## config.mk

```make
export PLATFORM = sky130hd
export DESIGN_NAME = alu_issue
export DESIGN_NICKNAME = d
export VERILOG_FILES = /design/src/rtl/alu_issue.sv
export SDC_FILE = /design/constraint.sdc
export NUM_CORES = 1
export LEC_CHECK = 0
export CAP_MARGIN = 10
export CELL_PAD_IN_SITES_DETAIL_PLACEMENT = 1
export CELL_PAD_IN_SITES_GLOBAL_PLACEMENT = 2
export CORE_MARGIN = 2
export CORE_UTILIZATION = 41
export DETAILED_ROUTE_END_ITERATION = 8
export PLACE_DENSITY = 0.89
export SLEW_MARGIN = 20
export SYNTH_ARGS = -nofsm -noshare
export SYNTH_HDL_FRONTEND = slang
export SYNTH_SLANG_ARGS = --single-unit
```

## constraint.sdc

```tcl
create_clock -name clk -period 3.4 [get_ports clk]
set_clock_uncertainty 0.05 [all_clocks]
set_input_delay 0.34 -clock clk [delete_from_list [all_inputs] [get_ports clk]]
set_output_delay 0.34 -clock clk [all_outputs]
set_load 0.005 [all_outputs]
```

## src/rtl/alu_issue.sv

```systemverilog
// Instruction FIFO and issue register feeding the alu inp bus.
// Multiply/divide words are held for a configurable number of cycles; all others for one.
module alu_issue #(
    parameter int DEPTH   = 4,
    parameter int MUL_LAT = 3,
    parameter int DIV_LAT = 5
) (
    input  logic                       clk,
    input  logic                       rst,
    input  logic                       flush,
    input  logic [15:0]                in_instr,
    input  logic                       in_valid,
    output logic                       in_ready,
    output logic [15:0]                inp,
    output logic                       issue_valid,
    output logic                       retire,
    output logic [$clog2(DEPTH):0]     count
);

    // state | meaning
    // IDLE  | nothing presented; inp = 0, issue_valid = 0
    // BUSY  | inp holds a live word; hold counts down to its final cycle

    localparam int AW = $clog2(DEPTH);
    localparam int CW = AW + 1;

    typedef enum logic {IDLE, BUSY} state_t;

    state_t        state;
    logic [15:0]   mem [DEPTH];
    logic [AW-1:0] wptr;
    logic [AW-1:0] rptr;
    logic [3:0]    hold;
    logic [15:0]   head;
    logic [3:0]    head_lat;
    logic          push;
    logic          pop;
    logic          hold_done;

    assign head      = mem[rptr];
    assign in_ready  = (count != CW'(DEPTH));
    assign hold_done = (state == IDLE) || (hold == 4'd0);
    assign push      = in_valid && in_ready && !flush;
    assign pop       = !flush && (count != '0) && hold_done;
    assign retire    = (state == BUSY) && (hold == 4'd0) && !flush;

    always_comb begin
        head_lat = 4'd0;
        if (head[15:14] == 2'b00) begin
            if (head[3:0] == 4'b0001)
                head_lat = 4'(MUL_LAT - 1);
            else if (head[3:0] == 4'b0010)
                head_lat = 4'(DIV_LAT - 1);
        end
    end

    always_ff @(posedge clk) begin
        if (push)
            mem[wptr] <= in_instr;
    end

    always_ff @(posedge clk or negedge rst) begin
        if (!rst) begin
            wptr  <= '0;
            rptr  <= '0;
            count <= '0;
        end else if (flush) begin
            wptr  <= '0;
            rptr  <= '0;
            count <= '0;
        end else begin
            if (push)
                wptr <= wptr + 1'b1;
            if (pop)
                rptr <= rptr + 1'b1;
            if (push && !pop)
                count <= count + 1'b1;
            else if (pop && !push)
                count <= count - 1'b1;
        end
    end

    always_ff @(posedge clk or negedge rst) begin
        if (!rst) begin
            state       <= IDLE;
            inp         <= 16'h0000;
            issue_valid <= 1'b0;
            hold        <= 4'd0;
        end else if (flush) begin
            state       <= IDLE;
            inp         <= 16'h0000;
            issue_valid <= 1'b0;
            hold        <= 4'd0;
        end else begin
            case (state)
                IDLE: begin
                    if (pop) begin
                        inp         <= head;
                        hold        <= head_lat;
                        issue_valid <= 1'b1;
                        state       <= BUSY;
                    end
                end
                BUSY: begin
                    if (hold != 4'd0) begin
                        hold <= hold - 4'd1;
                    end else if (pop) begin
                        // back-to-back issue: no bubble between words
                        inp  <= head;
                        hold <= head_lat;
                    end else begin
                        inp         <= 16'h0000;
                        issue_valid <= 1'b0;
                        state       <= IDLE;
                    end
                end
                default: state <= IDLE;
            endcase
        end
    end

endmodule

```

==> flow_metrics.env, run 1 <==
export IMPL_required_ns=3.01
export IMPL_first_pass_iters=4
export IMPL_outcome="finished clean"
export IMPL_post_route_cells_drive_above_1_share_pct=18.0
export IMPL_dp_slack_ns=0.879
export IMPL_cts_setup_buffers=0
export IMPL_drc=0
export IMPL_postLayoutCoreUtil_pct=51.2
export IMPL_crit_path_top_delay_cell="clkdlybuf4s50_1"
export IMPL_yosysWarningCount=0
export IMPL_cpLargestDelayFamily="simple AND/OR/NAND/NOR gates"
export IMPL_timing_slew_headroom_pct=57.7
export IMPL_cts_root_buf="clkbuf_8"
export IMPL_cp_start_kind="flip-flop"
export IMPL_ant_nets=0
export IMPL_die_x_um=98.8
export IMPL_path_clk_slew_ns=0.10
export IMPL_fin_ws_ns=0.826
export IMPL_cts_buffer_depth=2
export IMPL_synthCells=209
export IMPL_setup_viol=0
export IMPL_critPathCaptureType="output port"
export IMPL_synth_top_area_cell="edfxtp_1"
export IMPL_maxCapViolations=0
export IMPL_setup_tns_ns=0
export IMPL_clkPwrFrac_pct=21.6
export IMPL_critPathMaxStageDelay_ns=0.54
export IMPL_antenna_cells=0
export IMPL_synth_edf_count=64
export IMPL_power_internal_w=0.00228
export IMPL_leakagePower_nw=1.60
export IMPL_power_total_w=0.00336
export IMPL_finalCriticalPeriod_ns=2.57
export IMPL_cts_inserted_buffers=9
export IMPL_grt_pass1_wl_mm=12.2
export IMPL_cts_tree="done"
export IMPL_hold_class="in -> async"
export IMPL_grt_antenna_before_repair=0
export IMPL_initial_utilization_pct=42.3
export IMPL_drt_iter0_markers=100
export IMPL_vdd_drop_max_mv=0.307
export IMPL_ios=42
export IMPL_worstSkewPairLatency_ns=0.36
export IMPL_grtUsageTotal_pct=16.7
export IMPL_rsz0062_at_grt="false"
export IMPL_grt_pass1_vias=2220
export IMPL_fmax_mhz=388
export IMPL_ys_flop_type="edfxtp_1"
export IMPL_cts_repair_resized=0
export IMPL_crit_type="reg -> out"
export IMPL_coreArea_um2=8720
export IMPL_p_sw_w=0.00109
export IMPL_dpl_hpwl_mm=4.91
export IMPL_cts_hold_buf=0
export IMPL_finalHoldViolCount=0
export IMPL_syn_avg_cell_area_um2=17.6
export IMPL_min_period_over_period_pct=75.7
export IMPL_crit_chain="inv_1, ha_1, or3b_4, nor3b_1, clkdlybuf4s50_1"
export IMPL_grt_max_degree=30
export IMPL_grt_overflow=0
export IMPL_synth_area_top_cells="edfxtp_1 52%, dfrtp_1 20%, mux4_2 10%, a22o_1 3.8%, ha_1 1.7%"
export IMPL_synth_most_common_cell="edfxtp_1"
export IMPL_max_slew_worst_pin_slew_ns=0.634
export IMPL_htree_levels=3
export IMPL_clock_sinks=93
export IMPL_fp_dieH_um=98.8
export IMPL_drt_total_wl_mm=7.46
export IMPL_vias=1997
export IMPL_pwr_share_comb_pct=31.9
export IMPL_syn2layout_area_growth_pct=21.1
export IMPL_portBuffers=41
export IMPL_fp_row_count=34
export IMPL_dieArea_um2=9760
export IMPL_crit_fanout=6
export IMPL_p_sw_share_pct=32.3
export IMPL_synth_cell_types=33
export IMPL_synth_seq_area_share_pct=71.8
export IMPL_synth_area_um2=3690
export IMPL_power_frac_seq_pct=46.5
export IMPL_viasPerCell=5.34
export IMPL_path_buf_inv=2
export IMPL_crit_arrival_ns=2.18
export IMPL_power_per_cell_area_nw_per_um2=753
export IMPL_synth_fp_nets=235
export IMPL_ys_async_sr_fraction_pct=31.2
export IMPL_avgRoutedWirePerCell_um=20.0
export IMPL_netlist_area_leader_share_pct=52.1
export IMPL_slew_violations=0
export IMPL_nets=287
export IMPL_nFillCells=815
export IMPL_synth_seq_cells=93
export IMPL_hold_slack_ns=0.327
export IMPL_gp_congestion=0.703
export IMPL_synth_top_cells_by_count="64 x edfxtp_1, 29 x dfrtp_1, 17 x mux4_2"
## power by group through the flow
| stage | Clock (W) | Combinational (W) | Sequential, W |
|---|---|---|---|
| after floorplan | 0 | 0.000676 | 0.00152 |
| after global placement | 0 | 0.00106 | 0.00158 |
| after detailed placement | 0 | 0.00109 | 0.00159 |
| after CTS | 0.000749 | 0.00110 | 0.00157 |
| after global routing | 0.000793 | 0.00118 | 0.00159 |
| final | 0.000725 | 0.00107 | 0.00156 |
## metal layers
metal	part of all wire (%)	GRT usage, %
met1	42	23.0
met2	51	26.6
met3	5.8	2.84
met4	1.3	6.95
met5	0	0
## layout make-up
type	instances	area (um^2)	share of cell area, %
clock buffer	9	124	2.78
clock inverter	7	75.1	1.68
inverter	7	26.3	0.589
multi-input combinational	99	970	21.7
sequential	93	2650	59.3
tap	108	135	3.03
timing repair buffer	51	485	10.9
## cells by family (layout without fill, tap and decap cells)
logic type,after synthesis,count (layout),share of synthesized area (%)
compound gates,33,33,6.79
xor+xnor,6,6,1.43
fa+ha+maj,6,6,2.24
buf+inv,17,74,1.87
flops,93,93,71.8
mux,17,17,10.4
simple gates,37,37,5.47
## sequential cells by signal, indices dropped and copies added, names as in the netlist
register,flops
count,3
hold,4
inp,16
issue_valid,1
mem,64
rptr,2
state,1
wptr,2
## final timing paths
kind	from	endpoint	slack, ns	depth (start not counted)
max in group asynchronous	rst	inp[0]$_DFFE_PN0P_	2.67	2
min reg2reg	inp[15]$_DFFE_PN0P_	inp[15]$_DFFE_PN0P_	0.47	1
min in group clk	inp[15]$_DFFE_PN0P_	inp[15]$_DFFE_PN0P_	0.47	1
max	hold[0]$_DFF_PN0_	retire	0.83	5
max reg2reg	hold[0]$_DFF_PN0_	count[2]$_DFFE_PN0P_	0.89	8
min	rst	inp[7]$_DFFE_PN0P_	0.33	2
## cell usage in the layout, fill, tap and decap left out, types with 2 or more instances in the layout
| master | count |
|---|---|
| or3_1 | 2 |
| mux4_2 | 17 |
| ha_1 | 5 |
| and2_1 | 5 |
| o31ai_1 | 2 |
| a211oi_1 | 2 |
| buf_4 | 10 |
| dfrtp_1 | 29 |
| nand2_1 | 8 |
| a22o_1 | 16 |
| xnor2_1 | 5 |
| nand3b_1 | 2 |
| clkdlybuf4s50_1 | 41 |
| a21oi_1 | 10 |
| edfxtp_1 | 64 |
| clkbuf_8 | 9 |
| nor3_1 | 2 |
| nor2_1 | 8 |
| nand3_1 | 2 |
| inv_8 | 3 |
| inv_1 | 7 |
## worst reg2reg max path, stage by stage, from the launching register on
cell and delay, ns:
dfrtp_1 0.40, inv_1 0.08, ha_1 0.17, or3b_4 0.43, a211oi_4 0.26, nor3_1 0.09
fa_1 0.40, mux4_2 0.44, o21ai_1 0.13
## per-stage QoR
step	cells	instance area (um^2)
after global placement	358	4260
final	374	4460
after global routing	374	4460
after CTS	374	4460
after floorplan	209	3690
after detailed placement	358	4260
Power figures use the tool's default switching activity.
==> run 2, diff against run 1 <==
- CORE_UTILIZATION: 41 -> 37
- PLACE_DENSITY: 0.89 -> 0.86
- clock period: 3.4 -> 2.12 ns (I/O delays scaled with it)
==> run 2 against run 1 <==
Effect of this change: the flow now finishes with violations (setup timing); worst setup slack worse by 1.1 ns; hold slack lost 0.13 ns; final cell count is 13% higher; sequential share of layout area down 3.1 points; combinational power is 99% higher; sequential power increased by 56%; via count grew 6.5%; critical path depth up 3; non-clock buffer count up 23; core utilization decreased by 2.8 points; global-route usage decreased by 1.3 points; critical endpoint is now count[2]$_DFFE_PN0P_; largest cell class unchanged.
==> flow_metrics.env, run 2 (synthesized netlist as in run 1, its figures left out) <==
export IMPL_nets=310
export IMPL_gp_congestion=0.765
export IMPL_hold_class="in -> async"
export IMPL_ios=42
export IMPL_setup_viol=2
export IMPL_crit_chain="inv_2, ha_4, or3b_4, a211oi_4, nor3_2, fa_2, mux4_2, o21ai_2"
export IMPL_largest_register_ff_count=64
export IMPL_fp_dieH_um=104
export IMPL_rsz0062_at_grt="true"
export IMPL_grt_pass1_wl_mm=12.7
export IMPL_fin_ws_ns=-0.256
export IMPL_power_per_cell_area_nw_per_um2=1210
export IMPL_violations="setup timing"
export IMPL_wl_met1_mm=3.30
export IMPL_outcome="finished with violations"
export IMPL_grt_pass1_vias=2356
export IMPL_antenna_cells=0
export IMPL_p_sw_share_pct=31.6
export IMPL_path_clk_slew_ns=0.09
export IMPL_nFillCells=966
export IMPL_max_slew_worst_pin_slew_ns=0.392
export IMPL_cts_tree="done"
export IMPL_post_route_cells_drive_above_1_share_pct=27.7
export IMPL_crit_fanout=2
export IMPL_min_period_over_period_pct=112
export IMPL_clock_sinks=93
export IMPL_fp_row_count=36
export IMPL_p_sw_w=0.00181
export IMPL_coreArea_um2=9730
export IMPL_initial_utilization_pct=37.9
export IMPL_drc=0
export IMPL_leakagePower_nw=1.72
export IMPL_viasPerCell=5.04
export IMPL_slew_violations=0
export IMPL_largest_register="mem"
export IMPL_ff2ff_setup_slack_ns=-0.26
export IMPL_grt_max_degree=30
export IMPL_pwr_share_comb_pct=37.4
export IMPL_crit_path_top_delay_cell="mux4_2"
export IMPL_timing_slew_headroom_pct=73.9
export IMPL_power_internal_w=0.00391
export IMPL_critPathCaptureType="flip-flop"
export IMPL_reg2regPathDepth=8
export IMPL_htree_levels=3
export IMPL_crit_type="reg -> reg"
export IMPL_layout_commonest_cell="edfxtp_1"
export IMPL_worstReg2RegStart="hold[1]$_DFF_PN0_"
export IMPL_topRoutingLayerUsed="met4"
export IMPL_grt_overflow=0
export IMPL_fmax_mhz=421
export IMPL_drt_total_wl_mm=7.74
export IMPL_vias=2127
export IMPL_ant_nets=0
export IMPL_required_ns=2.36
export IMPL_finalCriticalPeriod_ns=2.38
export IMPL_final_cells=422
export IMPL_clkPwrFrac_pct=20.0
export IMPL_layout_common_cells="64 x edfxtp_1, 40 x clkdlybuf4s50_1, 31 x buf_4, 29 x dfrtp_1, 17 x mux4_2"
export IMPL_postLayoutCoreUtil_pct=48.4
export IMPL_finalHoldViolCount=0
export IMPL_dp_slack_ns=-0.285
export IMPL_vdd_drop_max_mv=0.455
export IMPL_portBuffers=41
export IMPL_first_pass_iters=4
export IMPL_dp_cells=404
export IMPL_cts_inserted_buffers=9
export IMPL_power_frac_seq_pct=42.6
export IMPL_wl_met2_mm=4.04
export IMPL_critPathMaxStageDelay_ns=0.44
export IMPL_route_met3_wl_um=290
export IMPL_worstSkewPairLatency_ns=0.36
export IMPL_grtUsageTotal_pct=15.4
export IMPL_dieArea_um2=10800
export IMPL_cp_start_kind="flip-flop"
export IMPL_syn2layout_area_growth_pct=27.8
export IMPL_dpl_hpwl_mm=5.40
export IMPL_rr_endpoint="count[2]$_DFFE_PN0P_"
export IMPL_maxCapViolations=0
export IMPL_die_x_um=104
export IMPL_grt_antenna_before_repair=0
export IMPL_avgRoutedWirePerCell_um=18.3
export IMPL_drt_iter0_markers=110
export IMPL_cts_root_buf="clkbuf_8"
export IMPL_largestRegisters="mem (64), inp (16), hold (4)"
export IMPL_crit_arrival_ns=2.62
export IMPL_cts_buffer_depth=2
## run 2: metrics by stage
step                      hold WS, ns  area (um^2)  power, W  TNS (ns)
after floorplan                -0.134         3710   0.00355    -0.628
after global placement          0.450         4480   0.00446    -0.190
after detailed placement        0.448         4480   0.00456    -0.394
after CTS                       0.185         4700   0.00579    -0.417
after global routing            0.212         4710   0.00603    -0.632
final                           0.192         4710   0.00572    -0.342
## run 2: power by group through the flow
| stage | clock [W] | sequential (W) | combinational (W) |
|---|---|---|---|
| floorplan | 0 | 0.00244 | 0.00111 |
| global placement | 0 | 0.00247 | 0.00198 |
| detailed placement | 0 | 0.00248 | 0.00208 |
| CTS | 0.00119 | 0.00245 | 0.00215 |
| global route | 0.00124 | 0.00248 | 0.00231 |
| finish | 0.00114 | 0.00244 | 0.00213 |
## run 2: what timing repair did
action                                  in CTS  in global routing
cloned                                       0                  0
hold buffers                                 0                  0
gates resized for setup                      7                  3
endpoints found under the setup margin       4                  6
buffers inserted                             2                  0
pin swaps                                    2                  1
## run 2: how the worst max path moves through the flow
stage                            from                   end  cells after the start
finish              hold[1]$_DFF_PN0_  count[2]$_DFFE_PN0P_                      8
global route        hold[0]$_DFF_PN0_  count[2]$_DFFE_PN0P_                      8
CTS                 hold[0]$_DFF_PN0_  count[2]$_DFFE_PN0P_                      8
detailed placement  hold[0]$_DFF_PN0_  count[2]$_DFFE_PN0P_                      8
global placement    hold[0]$_DFF_PN0_  count[2]$_DFFE_PN0P_                      8
floorplan           hold[0]$_DFF_PN0_  count[2]$_DFFE_PN0P_                      9
## run 2: per-layer routing
metal  global-route usage, %  up-vias
met5                       0        -
met4                    5.31        0
met3                    3.34       11
met2                    26.5       42
met1                    19.2     1123
li1                        -      951
## run 2: final cells by class
cell class / instances / area, um^2 / area share (%)
sequential: 93 / 2650 / 56.2
clock inverter: 6 / 52.6 / 1.12
multi-input combinational: 99 / 1000 / 21.3
clock buffer: 10 / 138 / 2.92
tap: 133 / 166 / 3.53
timing repair buffer: 74 / 676 / 14.3
inverter: 7 / 26.3 / 0.558
## run 2: critical path, delay by kind of cell, from the launching register on
kind / cells / cell delay (ns)
AND/OR/NAND/NOR: 2 / 0.48
buffers and inverters: 1 / 0.08
AO/OA/AOI/OAI: 2 / 0.38
multiplexers: 1 / 0.44
adder cells (fa/ha/maj): 2 / 0.48
flip-flops: 1 / 0.40
